`src/rtl/core_ctrl_seq.sv`:
```
// rtl/core_ctrl_seq.sv - autonomous instruction/SRAM sequencer for the systolic core
// Optional readout phase enabled by defining CORE_CTRL_SEQ_READOUT_EN.
module core_ctrl_seq #(
    parameter int col      = 8,
    parameter int len_nij  = 16,
    parameter int num_kij  = 9,
    parameter int addr_w   = 11,
    parameter int wgt_base = 1024,
    parameter int act_base = 0,
    parameter int gap      = 5,
    parameter int drain    = 20,
    parameter int flush    = 100
) (
    input  logic              clk,
    input  logic              reset,
    input  logic              start,
    output logic [6:0]        inst,
    output logic              cen_act_wgt,
    output logic              wen_act_wgt,
    output logic [addr_w-1:0] addr_act_wgt,
    output logic [3:0]        kij_idx,
    output logic              busy,
    output logic              done
);
    typedef enum logic [3:0] {IDLE, WL0, G1, WLD, DRN, AL0, G2, EXE, FLS, RDO, FIN} state_t;

    state_t            state;
    logic [15:0]       cnt;
    logic [3:0]        kij;
    int                phase_len;
    logic              last;
    logic [6:0]        inst_d;
    logic              cen_d;
    logic [addr_w-1:0] addr_d;

    always_comb begin
        phase_len = 1;
        case (state)
            WL0:      phase_len = col + 1;
            G1, G2:   phase_len = gap;
            WLD:      phase_len = col;
            DRN:      phase_len = drain;
            AL0:      phase_len = len_nij + 1;
            EXE, RDO: phase_len = len_nij;
            FLS:      phase_len = flush;
            default:  phase_len = 1;
        endcase
    end

    assign last = (int'(cnt) >= phase_len - 1);

    // Outputs are decoded from the current phase position and registered,
    // so they trail the state register by one cycle.
    always_comb begin
        inst_d = '0;
        cen_d  = 1'b1;
        addr_d = '0;
        case (state)
            WL0: begin
                if (int'(cnt) < col) begin
                    cen_d  = 1'b0;
                    addr_d = addr_w'(wgt_base + int'(kij) * col + int'(cnt));
                end
                inst_d[2] = (cnt != 16'd0);
            end
            WLD: begin
                inst_d[3] = 1'b1;
                inst_d[0] = 1'b1;
            end
            AL0: begin
                if (int'(cnt) < len_nij) begin
                    cen_d  = 1'b0;
                    addr_d = addr_w'(act_base + int'(cnt));
                end
                inst_d[2] = (cnt != 16'd0);
            end
            EXE: begin
                inst_d[3] = 1'b1;
                inst_d[1] = 1'b1;
            end
`ifdef CORE_CTRL_SEQ_READOUT_EN
            RDO: inst_d[4] = 1'b1;
`endif
            default: ;
        endcase
    end

    always_ff @(posedge clk) begin
        if (reset) begin
            state        <= IDLE;
            cnt          <= '0;
            kij          <= '0;
            inst         <= '0;
            cen_act_wgt  <= 1'b1;
            wen_act_wgt  <= 1'b1;
            addr_act_wgt <= '0;
            kij_idx      <= '0;
            busy         <= 1'b0;
            done         <= 1'b0;
        end else begin
            inst         <= inst_d;
            cen_act_wgt  <= cen_d;
            wen_act_wgt  <= 1'b1;
            addr_act_wgt <= addr_d;
            kij_idx      <= kij;
            busy         <= (state != IDLE);
            done         <= (state == FIN);
            case (state)
                IDLE: begin
                    if (start) begin
                        state <= WL0;
                        cnt   <= '0;
                        kij   <= '0;
                    end
                end
                FIN: begin
                    state <= IDLE;
                    cnt   <= '0;
                    kij   <= '0;
                end
                default: begin
                    if (last) begin
                        cnt <= '0;
                        case (state)
                            WL0: state <= G1;
                            G1:  state <= WLD;
                            WLD: state <= DRN;
                            DRN: state <= AL0;
                            AL0: state <= G2;
                            G2:  state <= EXE;
                            EXE: state <= FLS;
                            FLS: begin
                                if (int'(kij) < num_kij - 1) begin
                                    kij   <= kij + 4'd1;
                                    state <= WL0;
                                end else begin
`ifdef CORE_CTRL_SEQ_READOUT_EN
                                    state <= RDO;
`else
                                    state <= FIN;
`endif
                                end
                            end
`ifdef CORE_CTRL_SEQ_READOUT_EN
                            RDO: state <= FIN;
`endif
                            default: state <= IDLE;
                        endcase
                    end else begin
                        cnt <= cnt + 16'd1;
                    end
                end
            endcase
        end
    end
endmodule

```
`config.mk`:
```
export PLATFORM = sky130hd
export DESIGN_NAME = core_ctrl_seq
export DESIGN_NICKNAME = d
export VERILOG_FILES = /design/src/rtl/core_ctrl_seq.sv
export SDC_FILE = /design/constraint.sdc
export NUM_CORES = 1
export LEC_CHECK = 0
export ABC_AREA = 1
export BUFFER_PORTS_ARGS = -buffer_cell sky130_fd_sc_hd__buf_4
export CAP_MARGIN = 25
export CELL_PAD_IN_SITES_DETAIL_PLACEMENT = 1
export CELL_PAD_IN_SITES_GLOBAL_PLACEMENT = 1
export CORE_ASPECT_RATIO = 1.4
export CORE_MARGIN = 2
export CORE_UTILIZATION = 47
export DETAILED_ROUTE_END_ITERATION = 10
export HOLD_SLACK_MARGIN = 0.02
export MAX_ROUTING_LAYER = met4
export PLACE_DENSITY = 0.83
export SETUP_SLACK_MARGIN = 0.02
export SLEW_MARGIN = 30
export SYNTH_ARGS = -nofsm -noshare
export SYNTH_HDL_FRONTEND = slang
export SYNTH_SLANG_ARGS = --single-unit
```
`constraint.sdc`:
```
create_clock -name clk -period 4.6 [get_ports clk]
set_input_delay 0.46 -clock clk [delete_from_list [all_inputs] [get_ports clk]]
set_output_delay 0.46 -clock clk [all_outputs]
set_load 0.01 [all_outputs]
```
==> flow_metrics.env <==
export IMPL_drv_cap=0
export IMPL_cts_setup_buffers=0
export IMPL_skew_ns=0.00563
export IMPL_p_clk_share_pct=19.9
export IMPL_ctsResizeCount=0
export IMPL_routed_top_layer="met4"
export IMPL_core_um2=6170
export IMPL_synthCells=388
export IMPL_die_x_um=71.2
export IMPL_max_freq_mhz=304
export IMPL_vias=2505
export IMPL_grt_first_pass_wirelength_um=11800
export IMPL_ys_seq_area_share_pct=34.4
export IMPL_avgSynthCellArea_um2=7.66
export IMPL_post_synth_top_area_cell="dfxtp_1"
export IMPL_hold_path_startpoint="reset"
export IMPL_htree_levels=2
export IMPL_syn_to_final_growth_pct=11.2
export IMPL_io_buffers=24
export IMPL_gp_congestion=0.831
export IMPL_cts_hold_buffers=0
export IMPL_synth_cell_types=40
export IMPL_clock_sinks=51
export IMPL_synthArstFlopShare_pct=0
export IMPL_clockBufferDepth=2
export IMPL_final_area_um2=3300
export IMPL_ys_ff_latch=51
export IMPL_pwr_share_comb_pct=47.0
export IMPL_p_per_area_nw_per_um2=485
export IMPL_slew_violations=0
export IMPL_cts_root_buf="clkbuf_8"
export IMPL_worstSetupPathType="flip-flop to flip-flop"
export IMPL_path_cells="inv_1 > ha_1 > inv_1 > nor3_4 > inv_1 > ha_1 > nand2_1 > nor2_1 > nand2_1 > nor2_1 > nor2_1 > nand2_1 > nand2_2 > nand2_4 > nand2_4 > nand2_1 > o21ai_1 > nor2_1 > inv_1 > ha_1 > inv_1 > nand3_1 > nand3_1 > nand2_1"
export IMPL_fin_tns_setup_ns=0
export IMPL_hp_class="input pin to flip-flop"
export IMPL_crit_slowest_cell="dfxtp_1"
export IMPL_initial_utilization_pct=48.2
export IMPL_hpwl_um=5560
export IMPL_grt_max_degree=17
export IMPL_insertion_delay_ns=0.30
export IMPL_switching_share_pct=44.0
export IMPL_rr_startpoint="phase_len[0]"
export IMPL_finalCriticalPeriod_ns=3.29
export IMPL_finalHoldViolCount=0
export IMPL_fillCellCount=819
export IMPL_synth_area_leaders="dfxtp_1, ha_1, nand2_1, inv_1, nor2_1"
export IMPL_met3WireLength_um=160
export IMPL_vias_per_cell=5.13
export IMPL_grt_usage_pct=21.7
export IMPL_ant_nets=0
export IMPL_cpPeakStageDelay_ns=0.32
export IMPL_cts_buffers=5
export IMPL_drc=0
export IMPL_ios=29
export IMPL_final_setup_viol_count=0
export IMPL_switching_power_mw=0.705
export IMPL_overflow=0
export IMPL_syn_cell_area_um2=2970
export IMPL_grt_pass1_vias=2623
export IMPL_power_share_sequential_pct=33.1
export IMPL_rsz0062_at_grt="no"
export IMPL_cp_end_kind="flip-flop"
export IMPL_antenna_cells=0
export IMPL_outcome="completed"
export IMPL_firstDrtPassIters=4
export IMPL_wl_met1_um=2650
export IMPL_startpoint="phase_len[0]"
export IMPL_crit_fanout=7
export IMPL_p_leak_nw=1.60
export IMPL_cp_arrival_ns=3.50
export IMPL_dr_first_iter_drc_count=65
export IMPL_period_share_pct=71.6
export IMPL_critPathTopFamily="simple AND/OR/NAND/NOR gates"
export IMPL_die_h_um=98.1
export IMPL_antenna_found_initial=0
export IMPL_rows=34
export IMPL_cts_tree="yes"
export IMPL_vdd_drop_max_mv=0.502
export IMPL_met2WireLength_um=3840
export IMPL_synth_top_flop_cell="dfxtp_1"
export IMPL_fin_nets=450
export IMPL_ys_warn_count=0
export IMPL_post_drt_wl_per_cell_um=13.9
export IMPL_dieArea_um2=6980
export IMPL_clk_pin_slew_ns=0.09
export IMPL_path_buf_inv=5
export IMPL_final_layout_size_suffix_gt1_share_pct=16.1
export IMPL_place_area_um2=3190
export IMPL_routed_wirelength_um=6780
export IMPL_yosysTopAreaCellShare_pct=34.4
export IMPL_synth_edf_count=0
export IMPL_start_kind="flip-flop"
export IMPL_p_int_mw=0.898
export IMPL_crit_required_ns=4.80
export IMPL_finalPower_mw=1.60
==> area by class of cell <==
class,count,area (µm²),area share (%)
multi-input combinational,269,1650,50.1
clock inverter,2,38.8,1.17
clock buffer,6,72.6,2.20
inverter,64,248,7.50
timing repair buffer,24,180,5.45
tap,72,90.1,2.73
sequential,51,1020,30.9
==> path summary, 6_finish.rpt <==
| check | endpoint | slack [ns] | cells after the start |
|---|---|---|---|
| setup reg to reg | phase_len[0] | 1.31 | 24 |
| hold reg to reg | cnt[0] | 0.51 | 2 |
| setup / recovery | phase_len[0] | 1.31 | 24 |
| hold / removal | inst[0] | 0.43 | 2 |
==> registers in the layout, summed over array words and instances, names as in the netlist <==
signal and cells:
phase_len 5, kij_idx 4, cnt 16, done 1, state 4, addr_act_wgt 11
cen_act_wgt 1, kij 4, busy 1, inst 4
==> cells in the final DEF (no fill, tap or decap), types with 4 or more instances in the layout <==
cell | synthesis | routed
nor2_1 | 56 | 56
nand2_1 | 75 | 75
xor2_1 | 8 | 8
nor3_2 | 4 | 4
clkbuf_8 | 0 | 5
nand2_2 | 7 | 7
o21ai_0 | 7 | 7
nor3_1 | 5 | 5
a21oi_1 | 11 | 11
ha_1 | 31 | 31
xnor2_1 | 4 | 4
nand3_1 | 15 | 15
buf_4 | 5 | 24
nand4_1 | 5 | 5
inv_1 | 58 | 58
conb_1 | 2 | 6
dfxtp_1 | 51 | 51
==> through the flow <==
step | utilization [%] | worst slack, ns | hold WS [ns] | cells
finish | 53.6 | 1.31 | 0.435 | 488
global route | 53.6 | 0.965 | 0.435 | 488
CTS | 53.6 | 1.27 | 0.434 | 488
detailed placement | 51.8 | 1.29 | 0.493 | 480
global placement | 51.8 | 1.49 | 0.477 | 480
floorplan | - | 1.67 | 0.460 | 392
==> cell usage after synthesis, types with 3 or more instances <==
cell	count
a21oi_1	11
nand2_2	7
nor2_4	3
nand4_1	5
ha_1	31
xor2_1	8
inv_4	3
xnor2_1	4
dfxtp_1	51
nand3_1	15
buf_4	5
nor3_2	4
nor2_1	56
inv_2	3
nand2_1	75
nor4_1	3
nor3_1	5
nor3b_1	3
o21ai_0	7
inv_1	58
nor2_2	3
nand2_4	3
nand3_2	3
==> logic make-up (layout without fill, tap and decap cells) <==
group                      count (synthesis)  count (layout)  synth area share [%]
and+or+nand+nor                          193             193                  32.7
buffers and inverters                     72              96                  10.5
DFF                                       51              51                  34.4
adders and majority gates                 32              32                  13.7
AOI/OAI and AO/OA                         26              26                  4.97
xor gates and xnor gates                  12              12                  3.54
other                                      2               6                 0.253
==> routing by layer <==
| layer | up-vias | track usage (%) |
|---|---|---|
| li1 | 1261 | - |
| met2 | 33 | 40.9 |
| met4 | 0 | 5.81 |
| met5 | - | - |
| met1 | 1201 | 22.8 |
| met3 | 10 | 3.30 |
==> power groups by stage <==
stage          clock [mW]  sequential, mW  combinational [mW]
2_1_floorplan           0           0.537               0.591
3_3_place_gp            0           0.538               0.725
3_5_place_dp            0           0.541               0.755
4_1_cts             0.324           0.530               0.768
5_1_grt             0.340           0.535               0.862
6_report            0.319           0.530               0.754
Power figures use the tool's default switching activity.
